### src/rtl/rob_pkg.sv
// Shared types and sizing for the reorder-buffer controller.
// Imported by the interface, the entry array and the top.
package rob_pkg;
  localparam int DEPTH = 4;
  localparam int AW    = $clog2(DEPTH);
  localparam int RW    = 2;
  localparam int DW    = 16;

  typedef logic [AW-1:0] tag_t;
  typedef logic [RW-1:0] areg_t;
  typedef logic [AW:0]   cnt_t;
  typedef logic [DW-1:0] val_t;

  typedef struct packed {
    logic  valid;
    logic  done;
    areg_t dst;
    val_t  val;
  } rob_entry_t;
endpackage

### src/rtl/rob_ctrl_if.sv
// Dispatch, rename, writeback, commit and flush bundle of rob_ctrl.
// slave = controller side, master = dispatch/execute/RAT side.
interface rob_ctrl_if;
  import rob_pkg::*;

  logic  i_dq_valid;
  areg_t i_dq_dst_addr;
  logic  o_dq_ready;
  tag_t  o_dq_tag;
  logic  o_rat_valid;
  tag_t  o_rat_rob_addr;
  areg_t o_rat_dst_addr;
  logic  i_cdb_valid;
  tag_t  i_cdb_tag;
  val_t  i_cdb_val;
  logic  o_cmt_valid;
  tag_t  o_cmt_rob_addr;
  areg_t o_cmt_dst_addr;
  val_t  o_cmt_val;
  logic  i_flush;
  logic  o_rat_flush;
  cnt_t  o_count;
  logic  o_empty;

  modport slave (
    input  i_dq_valid, i_dq_dst_addr,
    output o_dq_ready, o_dq_tag,
    output o_rat_valid, o_rat_rob_addr, o_rat_dst_addr,
    input  i_cdb_valid, i_cdb_tag, i_cdb_val,
    output o_cmt_valid, o_cmt_rob_addr, o_cmt_dst_addr, o_cmt_val,
    input  i_flush,
    output o_rat_flush, o_count, o_empty
  );

  modport master (
    output i_dq_valid, i_dq_dst_addr,
    input  o_dq_ready, o_dq_tag,
    input  o_rat_valid, o_rat_rob_addr, o_rat_dst_addr,
    output i_cdb_valid, i_cdb_tag, i_cdb_val,
    input  o_cmt_valid, o_cmt_rob_addr, o_cmt_dst_addr, o_cmt_val,
    output i_flush,
    input  o_rat_flush, o_count, o_empty
  );
endinterface

### src/rtl/rob_entry_array.sv
// ROB entry storage: alloc, CDB and free write ports, head read.
// CDB updates are qualified by pre-edge valid/done state.
module rob_entry_array
  import rob_pkg::*;
(
  input  logic       clk_i,
  input  logic       rstn_i,
  input  logic       clr_i,
  input  logic       alloc_i,
  input  tag_t       alloc_tag_i,
  input  areg_t      alloc_dst_i,
  input  logic       cdb_i,
  input  tag_t       cdb_tag_i,
  input  val_t       cdb_val_i,
  input  logic       free_i,
  input  tag_t       head_tag_i,
  output rob_entry_t head_o
);

  rob_entry_t [DEPTH-1:0] ent_q;
  rob_entry_t [DEPTH-1:0] ent_d;

  always_comb begin
    ent_d = ent_q;
    for (int i = 0; i < DEPTH; i++) begin
      if (cdb_i && cdb_tag_i == tag_t'(i) &&
          ent_q[i].valid && !ent_q[i].done) begin
        ent_d[i].done = 1'b1;
        ent_d[i].val  = cdb_val_i;
      end
      if (free_i && head_tag_i == tag_t'(i)) begin
        ent_d[i].valid = 1'b0;
        ent_d[i].done  = 1'b0;
      end
      if (alloc_i && alloc_tag_i == tag_t'(i)) begin
        ent_d[i].valid = 1'b1;
        ent_d[i].done  = 1'b0;
        ent_d[i].dst   = alloc_dst_i;
      end
      if (clr_i) begin
        ent_d[i].valid = 1'b0;
        ent_d[i].done  = 1'b0;
      end
    end
  end

  always_ff @(posedge clk_i) begin
    if (!rstn_i) ent_q <= '0;
    else         ent_q <= ent_d;
  end

  assign head_o = ent_q[head_tag_i];

endmodule

### src/rtl/rob_ctrl.sv
// In-order allocate/commit controller for the 4-entry ROB.
// Flush outranks accept, CDB and commit in the same cycle.
module rob_ctrl
  import rob_pkg::*;
(
  input logic      i_clk,
  input logic      i_rstn,
  rob_ctrl_if.slave bus
);

  tag_t  head_q, head_d;
  tag_t  tail_q, tail_d;
  cnt_t  count_q, count_d;
  logic  rat_valid_q, rat_valid_d;
  tag_t  rat_addr_q, rat_addr_d;
  areg_t rat_dst_q, rat_dst_d;
  logic  cmt_valid_q, cmt_valid_d;
  tag_t  cmt_addr_q, cmt_addr_d;
  areg_t cmt_dst_q, cmt_dst_d;
  val_t  cmt_val_q, cmt_val_d;
  logic  flush_q, flush_d;

  rob_entry_t head_e;
  logic       ready;
  logic       accept;
  logic       commit;

  assign ready  = (count_q != cnt_t'(DEPTH));
  assign accept = bus.i_dq_valid & ready;
  assign commit = head_e.valid & head_e.done;

  rob_entry_array u_arr (
    .clk_i       (i_clk),
    .rstn_i      (i_rstn),
    .clr_i       (bus.i_flush),
    .alloc_i     (accept & ~bus.i_flush),
    .alloc_tag_i (tail_q),
    .alloc_dst_i (bus.i_dq_dst_addr),
    .cdb_i       (bus.i_cdb_valid & ~bus.i_flush),
    .cdb_tag_i   (bus.i_cdb_tag),
    .cdb_val_i   (bus.i_cdb_val),
    .free_i      (commit & ~bus.i_flush),
    .head_tag_i  (head_q),
    .head_o      (head_e)
  );

  always_comb begin
    head_d      = head_q;
    tail_d      = tail_q;
    count_d     = count_q;
    rat_valid_d = 1'b0;
    rat_addr_d  = rat_addr_q;
    rat_dst_d   = rat_dst_q;
    cmt_valid_d = 1'b0;
    cmt_addr_d  = cmt_addr_q;
    cmt_dst_d   = cmt_dst_q;
    cmt_val_d   = cmt_val_q;
    flush_d     = 1'b0;
    if (bus.i_flush) begin
      head_d  = '0;
      tail_d  = '0;
      count_d = '0;
      flush_d = 1'b1;
    end else begin
      if (accept) begin
        tail_d      = tail_q + tag_t'(1);
        rat_valid_d = 1'b1;
        rat_addr_d  = tail_q;
        rat_dst_d   = bus.i_dq_dst_addr;
      end
      if (commit) begin
        head_d      = head_q + tag_t'(1);
        cmt_valid_d = 1'b1;
        cmt_addr_d  = head_q;
        cmt_dst_d   = head_e.dst;
        cmt_val_d   = head_e.val;
      end
      unique case ({accept, commit})
        2'b10:   count_d = count_q + cnt_t'(1);
        2'b01:   count_d = count_q - cnt_t'(1);
        default: count_d = count_q;
      endcase
    end
  end

  always_ff @(posedge i_clk) begin
    if (!i_rstn) begin
      head_q      <= '0;
      tail_q      <= '0;
      count_q     <= '0;
      rat_valid_q <= 1'b0;
      rat_addr_q  <= '0;
      rat_dst_q   <= '0;
      cmt_valid_q <= 1'b0;
      cmt_addr_q  <= '0;
      cmt_dst_q   <= '0;
      cmt_val_q   <= '0;
      flush_q     <= 1'b0;
    end else begin
      head_q      <= head_d;
      tail_q      <= tail_d;
      count_q     <= count_d;
      rat_valid_q <= rat_valid_d;
      rat_addr_q  <= rat_addr_d;
      rat_dst_q   <= rat_dst_d;
      cmt_valid_q <= cmt_valid_d;
      cmt_addr_q  <= cmt_addr_d;
      cmt_dst_q   <= cmt_dst_d;
      cmt_val_q   <= cmt_val_d;
      flush_q     <= flush_d;
    end
  end

  assign bus.o_dq_ready     = ready;
  assign bus.o_dq_tag       = tail_q;
  assign bus.o_rat_valid    = rat_valid_q;
  assign bus.o_rat_rob_addr = rat_addr_q;
  assign bus.o_rat_dst_addr = rat_dst_q;
  assign bus.o_cmt_valid    = cmt_valid_q;
  assign bus.o_cmt_rob_addr = cmt_addr_q;
  assign bus.o_cmt_dst_addr = cmt_dst_q;
  assign bus.o_cmt_val      = cmt_val_q;
  assign bus.o_rat_flush    = flush_q;
  assign bus.o_count        = count_q;
  assign bus.o_empty        = (count_q == '0);

endmodule

### src/flat_wrapper.sv
// flat-port wrapper written by rule: the top's interface ports become plain ports
module rob_ctrl_flat import rob_pkg::*;
  (i_clk, i_rstn, bus_i_dq_valid, bus_i_dq_dst_addr, bus_o_dq_ready, bus_o_dq_tag, bus_o_rat_valid, bus_o_rat_rob_addr, bus_o_rat_dst_addr, bus_i_cdb_valid, bus_i_cdb_tag, bus_i_cdb_val, bus_o_cmt_valid, bus_o_cmt_rob_addr, bus_o_cmt_dst_addr, bus_o_cmt_val, bus_i_flush, bus_o_rat_flush, bus_o_count, bus_o_empty);
  rob_ctrl_if bus_i ();
  input logic i_clk;
  input logic i_rstn;
  input wire logic [$bits(bus_i.i_dq_valid)-1:0] bus_i_dq_valid;
  input wire logic [$bits(bus_i.i_dq_dst_addr)-1:0] bus_i_dq_dst_addr;
  output wire logic [$bits(bus_i.o_dq_ready)-1:0] bus_o_dq_ready;
  output wire logic [$bits(bus_i.o_dq_tag)-1:0] bus_o_dq_tag;
  output wire logic [$bits(bus_i.o_rat_valid)-1:0] bus_o_rat_valid;
  output wire logic [$bits(bus_i.o_rat_rob_addr)-1:0] bus_o_rat_rob_addr;
  output wire logic [$bits(bus_i.o_rat_dst_addr)-1:0] bus_o_rat_dst_addr;
  input wire logic [$bits(bus_i.i_cdb_valid)-1:0] bus_i_cdb_valid;
  input wire logic [$bits(bus_i.i_cdb_tag)-1:0] bus_i_cdb_tag;
  input wire logic [$bits(bus_i.i_cdb_val)-1:0] bus_i_cdb_val;
  output wire logic [$bits(bus_i.o_cmt_valid)-1:0] bus_o_cmt_valid;
  output wire logic [$bits(bus_i.o_cmt_rob_addr)-1:0] bus_o_cmt_rob_addr;
  output wire logic [$bits(bus_i.o_cmt_dst_addr)-1:0] bus_o_cmt_dst_addr;
  output wire logic [$bits(bus_i.o_cmt_val)-1:0] bus_o_cmt_val;
  input wire logic [$bits(bus_i.i_flush)-1:0] bus_i_flush;
  output wire logic [$bits(bus_i.o_rat_flush)-1:0] bus_o_rat_flush;
  output wire logic [$bits(bus_i.o_count)-1:0] bus_o_count;
  output wire logic [$bits(bus_i.o_empty)-1:0] bus_o_empty;
  assign bus_i.i_dq_valid = bus_i_dq_valid;
  assign bus_i.i_dq_dst_addr = bus_i_dq_dst_addr;
  assign bus_o_dq_ready = bus_i.o_dq_ready;
  assign bus_o_dq_tag = bus_i.o_dq_tag;
  assign bus_o_rat_valid = bus_i.o_rat_valid;
  assign bus_o_rat_rob_addr = bus_i.o_rat_rob_addr;
  assign bus_o_rat_dst_addr = bus_i.o_rat_dst_addr;
  assign bus_i.i_cdb_valid = bus_i_cdb_valid;
  assign bus_i.i_cdb_tag = bus_i_cdb_tag;
  assign bus_i.i_cdb_val = bus_i_cdb_val;
  assign bus_o_cmt_valid = bus_i.o_cmt_valid;
  assign bus_o_cmt_rob_addr = bus_i.o_cmt_rob_addr;
  assign bus_o_cmt_dst_addr = bus_i.o_cmt_dst_addr;
  assign bus_o_cmt_val = bus_i.o_cmt_val;
  assign bus_i.i_flush = bus_i_flush;
  assign bus_o_rat_flush = bus_i.o_rat_flush;
  assign bus_o_count = bus_i.o_count;
  assign bus_o_empty = bus_i.o_empty;
  rob_ctrl u_core (.i_clk(i_clk), .i_rstn(i_rstn), .bus(bus_i));
endmodule
### config.mk
export PLATFORM = sky130hd
export DESIGN_NAME = rob_ctrl_flat
export DESIGN_NICKNAME = d
export VERILOG_FILES = /design/src/rtl/rob_pkg.sv /design/src/rtl/rob_ctrl_if.sv /design/src/rtl/rob_entry_array.sv /design/src/rtl/rob_ctrl.sv /design/src/flat_wrapper.sv
export SDC_FILE = /design/constraint.sdc
export NUM_CORES = 1
export LEC_CHECK = 0
export ABC_CLOCK_PERIOD_IN_PS = 2800
export BUFFER_PORTS_ARGS = -buffer_cell sky130_fd_sc_hd__buf_2
export CELL_PAD_IN_SITES_DETAIL_PLACEMENT = 1
export CELL_PAD_IN_SITES_GLOBAL_PLACEMENT = 1
export CORE_MARGIN = 2
export CORE_UTILIZATION = 29
export DETAILED_ROUTE_END_ITERATION = 10
export PLACE_DENSITY_LB_ADDON = 0.1
export SYNTH_ARGS = -nofsm -noshare
export SYNTH_HDL_FRONTEND = slang
export SYNTH_HIERARCHICAL = 1
export SYNTH_SLANG_ARGS = --single-unit
### constraint.sdc
create_clock -name i_clk -period 2.8 [get_ports i_clk]
set_input_delay 0.28 -clock i_clk [delete_from_list [all_inputs] [get_ports i_clk]]
set_output_delay 0.28 -clock i_clk [all_outputs]
set_load 0.03 [all_outputs]
==> flow_summary.ini <==
[routing]
drt_first_pass_iters = 4
avgViaCountPerCell = 4.66
routedWlPerCell_um = 16.5
drc = 0
drt-total-wl_um = 12500
vias = 3529
final_antenna_net_count = 0
drt-initial-drc-count = 160

[critical_path]
crit_arrival_ps = 2650
crit_type = flop to flop
slowest_stage = nor3b_2
cp-start-kind = flop
cp.required_ps = 3130
crit_chain = nor3b_2, nand2b_1, ha_1, inv_1, fa_1, xor2_1, or3_1, a21oi_1
end_kind = flop
crit_path_max_fanout = 7
cp_slowest_stage_delay_ps = 430

[logic_synthesis]
yosysMostFrequentCell = nand2_1
syn_nets = 494
synth.area.top_cells = dfxtp_1, mux2i_1, nand2_1, mux4_2, a21boi_0
synth_edf_count = 0
ys_top_cells_by_count = nand2_1, dfxtp_1, mux2i_1
yosysTopAreaCellShare = 0.471
postSynth.asyncResetShare = 0
synthCells = 467
avgSynthCellArea_um2 = 10.4
synth_area_um2 = 4850
yosys.area.top_type = dfxtp_1
synth-seq-cells = 114
ys_types = 40
yosys_warnings = 6
yosysSeqAreaShare = 0.471
synth_ff_type = dfxtp_1

[grt]
grt_pass1_wl_um = 20200
grt_util_all_layers = 0.147
grt_pass1_vias = 3750
antenna_found_initial = 0
grt_max_degree = 76
overflow = 0

[sta]
maxSlewViolCount = 0
period_minus_slack_ps = 2320
max_freq_mhz = 431
finalSetupTns_ps = 0
period_share = 0.829
rsz0062_at_grt = no
worstMarginPinSlew_ps = 640
hold_viol = 0
fin_ws_ps = 478
finClkSkew_ps = 7.42
whs_ps = 181
setup_viol = 0
relSlewSlack = 0.572

[clock_tree]
post_cts_resized = 0
cts_sinks = 114
clk_latency_ps = 400
cts_tree = built
clkTransAtPathRegs_ps = 50
clk_path_buf_depth = 2
ctsHoldBuffers = 0
post_cts_buffers = 0
numCtsBuffers = 17
cts_max_level = 4
cts_root_buffer = clkbuf_16

[power_and_ir_drop]
ir_drop_v = 0.000387
report.power.total_mw = 3.87
p_leak_nw = 2.19
power_density_nw_per_um2 = 650

[job]
maxCapViolations = 0

[place]
dp.cells = 729
place_area_um2 = 5380
portBuffers = 58
hpwl_um = 8310
pre_cts_slack_ps = 488
place.gp.congestion = 0.723

[die]
io_pins = 59
fp.dieH_um = 133
die_area_um2 = 17800
start_util = 0.295
placementRows = 47
die_w_um = 133
core_um2 = 16500

[finish]
post-route-cell-area_um2 = 5940
fin_cells = 758
layout-drive-gt1-share = 0.234
fill_cells = 1875
final_core_utilization = 0.361
syn2layout_area_growth_pct = 22.5
n_antenna_cell = 0
layout.nets = 555

[worst_hold_path]
worstHoldPathType = input port to flop

[outcome]
status = completed
-- final cells by class --
type,count,area (um^2),area share
clock inverter,6,80.1,0.0135
timing repair buffer,71,415,0.0699
multi-input combinational,318,2380,0.400
tap,220,275,0.0463
sequential,114,2280,0.384
clock buffer,23,488,0.0821
inverter,6,22.5,0.00379
-- routing by layer --
layer  GRT usage  vias up  wire length, um
li1            -     1713                -
met1       0.193     1748             6060
met2       0.240       55             5920
met3      0.0407       13              404
met4      0.0408        0              132
met5           0        -                0
-- path summary, 6_finish.rpt --
kind / from / to / slack (ps) / cells after the start
setup / recovery: u_core/bus.o_count[2] / u_core/bus.o_count[2] / 480 / 8
hold / removal: bus_i_dq_dst_addr[0] / u_core/bus.o_rat_dst_addr[0] / 180 / 3
setup reg to reg: u_core/bus.o_count[2] / u_core/bus.o_count[2] / 480 / 8
hold reg to reg: u_core/bus.o_rat_rob_addr[1] / u_core/bus.o_rat_rob_addr[1] / 450 / 2
-- placed cells by master, fill, tap and decap left out, types with 4 or more instances in the layout --
cell type  instances
nor2_1             8
nand3b_1           5
clkbuf_16         17
mux2i_1           76
a21boi_0          20
clkinv_2           4
a21oi_1            7
dfxtp_1          114
nand2_1          134
nor2b_1            9
mux4_2            20
buf_4             12
buf_2             57
inv_1              6
clkbuf_8           4
-- where the power goes --
group / internal (mW) / total [mW] / switching, mW
logic: 0.0477 / 0.135 / 0.0871
clock network: 1.38 / 2.09 / 0.709
registers: 1.63 / 1.64 / 0.00698
total: 3.06 / 3.87 / 0.803
-- sequential cells by signal, indices dropped and copies added (netlist names) --
name / count
u_core/bus.o_count: 3
u_core/bus.o_cmt_val: 16
u_core/bus.o_rat_dst_addr: 2
u_core/bus.o_cmt_dst_addr: 2
u_core/bus.o_rat_rob_addr: 2
u_core/bus.o_dq_tag: 2
u_core/bus.o_cmt_rob_addr: 2
u_core/head_q: 2
u_core/bus.o_cmt_valid: 1
u_core/bus.o_rat_flush: 1
u_core/bus.o_rat_valid: 1
u_core/u_arr/ent_q: 80
-- critical path, delay by kind of cell, from the launching register on --
kind	cells	cell delay [ps]
adders and majority gates	2	570
xor gates and xnor gates	1	160
DFF	1	370
and+or+nand+nor	3	940
buffers and inverters	1	70
AOI/OAI and AO/OA	1	150
-- cell families after synthesis --
kind of cell	count (synthesis)	synth area share
mux	96	0.250
xor+xnor	4	0.00723
simple gates	182	0.174
fa+ha+maj	2	0.00671
flops	114	0.471
buf+inv	35	0.0405
compound gates	34	0.0508
Power figures use the tool's default switching activity.
